### config.mk
export PLATFORM = sky130hd
export DESIGN_NAME = load_store_unit
export DESIGN_NICKNAME = d
export VERILOG_FILES = /design/src/rtl/lsu_pkg.sv /design/src/rtl/lsu_align.sv /design/src/rtl/load_store_unit.sv
export SDC_FILE = /design/constraint.sdc
export NUM_CORES = 1
export LEC_CHECK = 0
export ABC_CLOCK_PERIOD_IN_PS = 4600
export CAP_MARGIN = 20
export CORE_ASPECT_RATIO = 0.9
export CORE_MARGIN = 3
export CORE_UTILIZATION = 49
export CTS_CLUSTER_DIAMETER = 40
export DETAILED_ROUTE_END_ITERATION = 12
export PLACE_DENSITY = 0.81
export SYNTH_ARGS = -nofsm -noshare
export SYNTH_HDL_FRONTEND = slang
export SYNTH_SLANG_ARGS = --single-unit
### constraint.sdc
create_clock -name clock -period 4.6 [get_ports clock]
set_input_delay 0.69 -clock clock [delete_from_list [all_inputs] [get_ports clock]]
set_output_delay 0.69 -clock clock [all_outputs]
set_load 0.1 [all_outputs]
### src/rtl/lsu_pkg.sv
// Shared definitions for the load/store unit: RV32I width codes, FSM state
// encoding and the access-legality helper used on request accept.
package lsu_pkg;

  localparam logic [2:0] F3_B  = 3'b000;
  localparam logic [2:0] F3_H  = 3'b001;
  localparam logic [2:0] F3_W  = 3'b010;
  localparam logic [2:0] F3_BU = 3'b100;
  localparam logic [2:0] F3_HU = 3'b101;

  typedef enum logic [2:0] {
    IDLE     = 3'd0,
    LOAD     = 3'd1,
    RMW_READ = 3'd2,
    WRITE    = 3'd3,
    RESP     = 3'd4
  } lsu_state_t;

  // True when the width code is illegal for the access direction or the byte
  // offset is not aligned to the access width. Range is checked separately.
  function automatic logic lsu_bad_access(input logic       isStore,
                                          input logic [2:0] funct3,
                                          input logic [1:0] offset);
    logic bad;
    bad = 1'b0;
    case (funct3)
      F3_B:    bad = 1'b0;
      F3_BU:   bad = isStore;
      F3_H:    bad = offset[0];
      F3_HU:   bad = isStore | offset[0];
      F3_W:    bad = (offset != 2'b00);
      default: bad = 1'b1;
    endcase
    return bad;
  endfunction

endpackage

### src/rtl/lsu_align.sv
// Lane steering for the load/store unit: pulls a byte/half/word out of a
// memory word with sign or zero extension, and merges store data into an
// existing word for byte/half read-modify-write. Purely combinational.
module lsu_align
  import lsu_pkg::*;
(
  input  logic [2:0]  i_funct3,
  input  logic [1:0]  i_offset,
  input  logic [31:0] i_loadWord,
  input  logic [31:0] i_oldWord,
  input  logic [31:0] i_storeData,
  output logic [31:0] o_loadData,
  output logic [31:0] o_mergedWord
);

  logic [7:0]  w_byte;
  logic [15:0] w_half;

  // Select the addressed lane (little-endian) and extend it to 32 bits.
  always_comb begin
    w_byte     = i_loadWord[{i_offset, 3'b000} +: 8];
    w_half     = i_loadWord[{i_offset[1], 4'b0000} +: 16];
    o_loadData = i_loadWord;
    case (i_funct3)
      F3_B:    o_loadData = {{24{w_byte[7]}}, w_byte};
      F3_BU:   o_loadData = {24'h000000, w_byte};
      F3_H:    o_loadData = {{16{w_half[15]}}, w_half};
      F3_HU:   o_loadData = {16'h0000, w_half};
      default: o_loadData = i_loadWord;
    endcase
  end

  // Replace the addressed lane of the old word with the low store bits.
  always_comb begin
    o_mergedWord = i_oldWord;
    case (i_funct3)
      F3_B:    o_mergedWord[{i_offset, 3'b000} +: 8] = i_storeData[7:0];
      F3_H:    o_mergedWord[{i_offset[1], 4'b0000} +: 16] = i_storeData[15:0];
      default: o_mergedWord = i_storeData;
    endcase
  end

endmodule

### src/rtl/load_store_unit.sv
// Memory-stage load/store unit. Accepts one request at a time, checks it,
// then reads, writes or read-modify-writes a word-addressed data memory and
// returns a single-cycle response with extended load data and an error flag.
module load_store_unit
  import lsu_pkg::*;
#(
  parameter int ADDR_WORDS = 128
) (
  input  logic        clock,
  input  logic        reset,
  input  logic        req_valid,
  output logic        req_ready,
  input  logic        req_we,
  input  logic [2:0]  req_funct3,
  input  logic [31:0] req_addr,
  input  logic [31:0] req_wdata,
  output logic        resp_valid,
  output logic [31:0] resp_rdata,
  output logic        resp_err,
  output logic        mem_read,
  output logic        mem_write,
  output logic [31:0] mem_addr,
  output logic [31:0] mem_wdata,
  input  logic [31:0] mem_rdata
);

  localparam logic [29:0] WORD_LIMIT = 30'(ADDR_WORDS);

  lsu_state_t  r_state;
  lsu_state_t  w_nextState;
  logic        r_we;
  logic [2:0]  r_funct3;
  logic [31:0] r_addr;
  logic [31:0] r_wdata;
  logic [31:0] r_rmwWord;
  logic [31:0] r_rdata;
  logic        r_err;

  logic        w_accept;
  logic        w_reqBad;
  logic [31:0] w_wordIndex;
  logic [31:0] w_loadData;
  logic [31:0] w_mergedWord;

  assign w_accept    = req_valid && (r_state == IDLE);
  assign w_reqBad    = lsu_bad_access(req_we, req_funct3, req_addr[1:0]) ||
                       (req_addr[31:2] >= WORD_LIMIT);
  assign w_wordIndex = {2'b00, r_addr[31:2]};
  assign resp_rdata  = r_rdata;
  assign resp_err    = r_err;

  lsu_align u_align (
    .i_funct3     (r_funct3),
    .i_offset     (r_addr[1:0]),
    .i_loadWord   (mem_rdata),
    .i_oldWord    (r_rmwWord),
    .i_storeData  (r_wdata),
    .o_loadData   (w_loadData),
    .o_mergedWord (w_mergedWord)
  );

  // State register; reset abandons any request in flight.
  always_ff @(posedge clock or posedge reset) begin
    if (reset) begin
      r_state <= IDLE;
    end else begin
      r_state <= w_nextState;
    end
  end

  // Next-state decode and memory/handshake outputs; memory buses stay at
  // zero whenever neither enable is asserted.
  always_comb begin
    w_nextState = r_state;
    req_ready   = 1'b0;
    resp_valid  = 1'b0;
    mem_read    = 1'b0;
    mem_write   = 1'b0;
    mem_addr    = 32'h0;
    mem_wdata   = 32'h0;
    case (r_state)
      IDLE: begin
        req_ready = 1'b1;
        if (req_valid) begin
          if (w_reqBad) begin
            w_nextState = RESP;
          end else if (!req_we) begin
            w_nextState = LOAD;
          end else if (req_funct3 == F3_W) begin
            w_nextState = WRITE;
          end else begin
            w_nextState = RMW_READ;
          end
        end
      end
      LOAD: begin
        mem_read    = 1'b1;
        mem_addr    = w_wordIndex;
        w_nextState = RESP;
      end
      RMW_READ: begin
        mem_read    = 1'b1;
        mem_addr    = w_wordIndex;
        w_nextState = WRITE;
      end
      WRITE: begin
        mem_write   = r_we;
        mem_addr    = w_wordIndex;
        mem_wdata   = w_mergedWord;
        w_nextState = RESP;
      end
      RESP: begin
        resp_valid  = 1'b1;
        w_nextState = IDLE;
      end
      default: w_nextState = IDLE;
    endcase
  end

  // Request capture, RMW word capture and the held response registers.
  always_ff @(posedge clock or posedge reset) begin
    if (reset) begin
      r_we      <= 1'b0;
      r_funct3  <= 3'b000;
      r_addr    <= 32'h0;
      r_wdata   <= 32'h0;
      r_rmwWord <= 32'h0;
      r_rdata   <= 32'h0;
      r_err     <= 1'b0;
    end else begin
      if (w_accept) begin
        r_we     <= req_we;
        r_funct3 <= req_funct3;
        r_addr   <= req_addr;
        r_wdata  <= req_wdata;
        if (w_reqBad) begin
          r_rdata <= 32'h0;
          r_err   <= 1'b1;
        end
      end
      if (r_state == LOAD) begin
        r_rdata <= w_loadData;
        r_err   <= 1'b0;
      end
      if (r_state == RMW_READ) begin
        r_rmwWord <= mem_rdata;
      end
      if (r_state == WRITE) begin
        r_rdata <= 32'h0;
        r_err   <= 1'b0;
      end
    end
  end

endmodule

==> Word level (Yosys, flattened, before mapping) <==
Index checks and enable logic that the tools add are counted.
{ "totals": {"register_bits": 136, "in_bits": 103, "output_inout_bits": 101, "word_cells": 66} }
{ "classes": {"n_addsub": 2, "order_cmp": 1, "eq_ne": 12, "shifts": 6, "mux": 24, "n_bitwise": 1, "n_reduce_logical": 12} }
{ "op_table": {"columns": ["operator", "count"], "rows": [
  ["$mux W32", 5],
  ["$pmux W32 S4", 1],
  ["$bwmux W32", 2],
  ["$pmux W32 S2", 1],
  ["$shift A16 B7 Y32 const A", 1],
  ["$shift A8 B7 Y32 const A", 1],
  ["$shiftx A16 B7 Y32", 1],
  ["$shiftx A32 B6 Y16", 1],
  ["$shiftx A32 B6 Y8", 1],
  ["$shiftx A8 B7 Y32", 1],
  ["$ge A30 B8 Y1 const B", 1],
  ["$mux W30", 1],
  ["$eq A3 B3 Y1 const B", 5],
  ["$neg A5 Y7", 2],
  ["$eq A3 B1 Y1 const B", 3],
  ["$eq A3 B2 Y1 const B", 3],
  ["$logic_not A3 Y1", 3],
  ["$mux W1", 9],
  ["$pmux W3 S3", 1],
  ["$mux W3", 2],
  ["$reduce_bool A3 Y1", 2],
  ["$pmux W1 S5", 1],
  ["$reduce_or A2 Y1", 2],
  ["$reduce_or A3 Y1", 1],
  ["7 further kinds", 7]
]} }

==> Longest topological paths before layout <==
{ "depth": {"word_depth": 7, "mapped_depth": 9, "mapped_depth_nobuf": 7} }

==> Cells and area by module <==
Synthesis repeated with hierarchy kept, for this count alone.
{ "hier_totals": {"cells_unflattened": 864, "area_unflattened_um2": 7619.8} }
{ "modules_own_cells": {"columns": ["module", "n_inst", "cells_per_inst", "area_each_um2"], "rows": [
  ["load_store_unit", 1, 612, 5884.4],
  ["lsu_align", 1, 252, 1735.4]
]} }

==> Worst setup path after synthesis <==
No wires, ideal clock.
{ "synth_path": {"path_kind": "register to output", "from": "reg r_addr[1]", "to": "out mem_wdata[21]", "t_arrival_ns": 3.293, "required_ns": 3.910, "path_slack_ns": 0.617, "stages_incl_launch_ff": 10, "path_buffers": 2, "path_cell_list": "dfrtp_1 clkbuf_1 clkinv_1 ha_1 nor4bb_1 clkbuf_1 a21oi_1 nor2_1 o22ai_1 nor2_1"} }
{ "synth_between": {"elab_chain_cells": 5} }
{ "synth_lines": {"columns": ["item", "line", "rtl"], "rows": [
  ["from (decl)", "load_store_unit.sv:33", "logic [31:0] r_addr;"],
  ["from (signal assigned)", "load_store_unit.sv:134", "r_addr <= req_addr;"],
  ["$neg A5 Y7 (on tied branches)", "lsu_align.sv:38, lsu_align.sv:37", null],
  ["$shiftx A16 B7 Y32 (tied with other cells)", "lsu_align.sv:38", "F3_H: o_mergedWord[{i_offset[1], 4'b0000} +: 16] = i_storeData[15:0];"],
  ["$bwmux W32 (on tied branches)", "lsu_align.sv:38, lsu_align.sv:37", null],
  ["$pmux W32 S2 *", "lsu_align.sv:36", "case (i_funct3)"],
  ["$mux W32 *", "load_store_unit.sv:81", "case (r_state)"],
  ["to (decl)", "load_store_unit.sv:23", "output logic [31:0] mem_wdata,"]
]} }
Mark *: on every way between the ends. The rest lies on a longest branch, timed or not.

==> Worst setup path after layout <==
{ "layout_path": {"from": "reg r_addr[0]", "to": "out mem_wdata[0]"} }
{ "layout_between": {"elab_chain_cells": 5} }
{ "layout_lines": {"columns": ["item", "line", "rtl"], "rows": [
  ["$neg A5 Y7 *", "lsu_align.sv:37", "F3_B: o_mergedWord[{i_offset, 3'b000} +: 8] = i_storeData[7:0];"],
  ["$shiftx A8 B7 Y32 / $shift A8 B7 Y32 (equally long branches)", "lsu_align.sv:37", null],
  ["$bwmux W32 *", "lsu_align.sv:37", null],
  ["$pmux W32 S2 *", "lsu_align.sv:36", null],
  ["$mux W32 *", "load_store_unit.sv:81", null]
]} }
Marked as above.

==> metrics.cfg <==
[run_status]
status = finished, final reports clean

[pwr]
comb_power_share_pct = 17.2
p_leak_nw = 4.39
p_sw_share_pct = 26.5
seqPwrFrac_pct = 40.3
peakVddDrop_mv = 0.273
switching_power_uw = 903
powerDensity_nw_per_um2 = 327
clockPowerShare_pct = 42.5
p_int_mw = 2.51

[cells_and_area]
fin_cells = 1108
drive_gt1_share_pct = 25.0
fin_area_um2 = 10400
nFillCells = 1065
diodes = 0
fin_nets = 1010
final_common_cell = clkdlybuf4s50_1
area_growth_pct = 41.7
layout_common_cells = clkdlybuf4s50_1 (138), dfrtp_1 (136), mux2_2 (91)

[floorplanning]
die_area_um2 = 16500
placementRows = 41
core_um2 = 14400
die_y_um = 122
io_pins = 204
initial_core_util_pct = 51.2
die_w_um = 135

[logic_synthesis]
synth_seq_cells = 136
synthArstFlopShare_pct = 100
synth_top_area_share_pct = 46.3
netlist_instances = 718
yosys.area.top_type = dfrtp_1
ys_types = 53
synthTopCellsByArea = dfrtp_1 (46%), mux2_2 (14%), nor2b_1 (5.4%), o21ai_0 (4.0%), nand2_1 (3.2%)
yosys_most_used_dff = dfrtp_1
synth_area_um2 = 7350
synth-edff-count = 0
synth.avg_cell_area_um2 = 10.2
yosysSeqAreaShare_pct = 46.3
ys_warn_count = 0

[worst_setup_path]
crit_required_ps = 3910
cp_max_fo = 15
end_kind = output port
cp-start-kind = flop
critPathKind = reg2out
critical_path_arrival_ps = 3290
r2r_slack_ps = 2150
rr_endpoint = resp_rdata[18]$_DFFE_PP0P_
worstReg2RegStart = r_funct3[0]$_DFFE_PP0P_
worst_r2r_path_depth = 5

[place]
placedCellCount = 1074
placed_area_um2 = 9740
port_buffers = 201
dp_hpwl_mm = 15.8
dp_slack_ps = 1120
gp_congestion = 0.940

[timing]
drv_slew = 0
hold_viol_final = 0
rsz0062_at_grt = no
slew_headroom_pct = 33.0
finClkSkew_ps = 8.71
setup_tns_ps = 0
min_period_over_period_pct = 86.6
tightestPinTransition_ps = 1000
fmax_mhz = 251
period_minus_slack_ps = 3980
setup_viol = 0
setup_ws_ps = 617

[global_routing]
grt_max_degree = 60
gr-usage-all-layers_pct = 26.5
grt_pass1_vias = 6455
overflow = 0
antenna_found_initial = 0
grt_pass1_wl_mm = 34.0

[drt]
vias = 6394
drc = 0
drtAntennaViolNets = 0
first_iter_violations = 692
wl_per_cell_um = 19.7
vias_per_cell = 5.77
first_pass_iters = 7
wirelength_mm = 21.9

[clocking]
clk_pin_slew_ps = 60
cts_buffers = 17
clockRootBuffer = clkbuf_16
clock-sinks = 136
htreeDepth = 4
holdBufCountCts = 0
worstSkewPairLatency_ps = 420
cts_tree = yes
clock_path_buffers = 2
cts_setup_buffers = 0
cts_resized = 0

[hold_path]
min-delay-start = resp_err$_DFFE_PP0P_
hold_class = reg2reg
hold_depth = 1
hold_end = resp_err$_DFFE_PP0P_

[job]
cap_violations = 0

==> cells in the mapped netlist, types with 2 or more instances <==
| master | count |
|---|---|
| nor4_1 | 5 |
| buf_6 | 3 |
| a221oi_1 | 6 |
| nand4_1 | 2 |
| or2_2 | 3 |
| a221o_1 | 8 |
| nor2_1 | 54 |
| or3_1 | 2 |
| mux2_2 | 91 |
| mux4_2 | 6 |
| inv_1 | 26 |
| a21oi_1 | 19 |
| ha_1 | 5 |
| mux2i_1 | 19 |
| clkbuf_1 | 32 |
| and3_1 | 2 |
| a222oi_1 | 8 |
| nor4bb_1 | 2 |
| o21ai_0 | 59 |
| buf_4 | 3 |
| nor2b_1 | 63 |
| o22ai_1 | 28 |
| a22oi_1 | 8 |
| nand2_1 | 63 |
| o22ai_2 | 10 |
| nand2b_1 | 6 |
| o21ai_1 | 8 |
| dfrtp_1 | 136 |
| buf_2 | 14 |
| nor3_1 | 4 |
==> how the worst max path moves through the flow <==
stage	startpoint	end	slack, ps	depth (start not counted)
final	r_addr[0]$_DFFE_PP0P_	mem_wdata[0]	620	8
after global routing	r_addr[0]$_DFFE_PP0P_	mem_wdata[0]	390	8
after CTS	r_addr[0]$_DFFE_PP0P_	mem_wdata[7]	660	8
after detailed placement	r_addr[0]$_DFFE_PP0P_	mem_wdata[7]	1120	8
after global placement	r_addr[0]$_DFFE_PP0P_	mem_wdata[7]	1160	8
after floorplan	reset	r_addr[0]$_DFFE_PP0P_	270	1
==> cell families (layout without fill, tap and decap cells) <==
group,count (synthesis),count (layout),share of synthesized area (%)
AOI/OAI and AO/OA,165,165,15.1
adders and majority gates,5,5,0.851
buffers and inverters,80,276,4.78
DFF,136,136,46.3
muxes,116,116,18.4
other,1,2,0.0510
and+or+nand+nor,215,215,14.6
==> per-stage QoR <==
step           hold slack, ps  power [mW]  util (%)
3_3_place_gp              467        1.95      67.8
5_1_grt                   517        3.54      72.6
3_5_place_dp              484        1.96      67.8
2_1_floorplan             473        1.74         -
4_1_cts                   497        3.41      72.2
6_report                  494        3.41      72.6
==> layout make-up <==
class | count | area, µm² | area share, %
multi-input cells | 503 | 3620 | 34.7
clock inverters | 12 | 174 | 1.67
inverters | 27 | 104 | 0.997
well taps | 193 | 241 | 2.32
clock buffers | 20 | 457 | 4.38
flip-flops and latches | 136 | 3400 | 32.7
repair buffers | 217 | 2420 | 23.3
==> sequential cells by signal (all words and copies together), names as in the netlist <==
| signal | cells |
|---|---|
| r_addr | 32 |
| r_funct3 | 3 |
| r_rmwWord | 32 |
| r_state | 3 |
| r_wdata | 32 |
| r_we | 1 |
| resp_err | 1 |
| resp_rdata | 32 |
==> worst max-delay path: stages, from the launching register on <==
cell and delay (ps):
dfrtp_1 770, inv_1 250, ha_1 400, inv_1 70, nand4_1 100, a21oi_1 620, a22oi_1 220, nor2_1 240
buf_12 210
==> layer usage <==
metal	track usage, %	vias up	wire length (µm)
met2	42.8	320	10500
met3	8.63	41	2200
li1	-	2916	-
met4	9.19	0	402
met1	33.9	3117	8750
met5	0	-	0
==> power by group through the flow <==
| stage | logic (mW) | registers, mW | clock network, mW |
|---|---|---|---|
| 2_1_floorplan | 0.395 | 1.35 | 0 |
| 3_3_place_gp | 0.563 | 1.39 | 0 |
| 3_5_place_dp | 0.573 | 1.39 | 0 |
| 4_1_cts | 0.577 | 1.37 | 1.46 |
| 5_1_grt | 0.630 | 1.39 | 1.53 |
| 6_report | 0.585 | 1.37 | 1.45 |
Note: power is estimated with default switching activity, not from simulation.
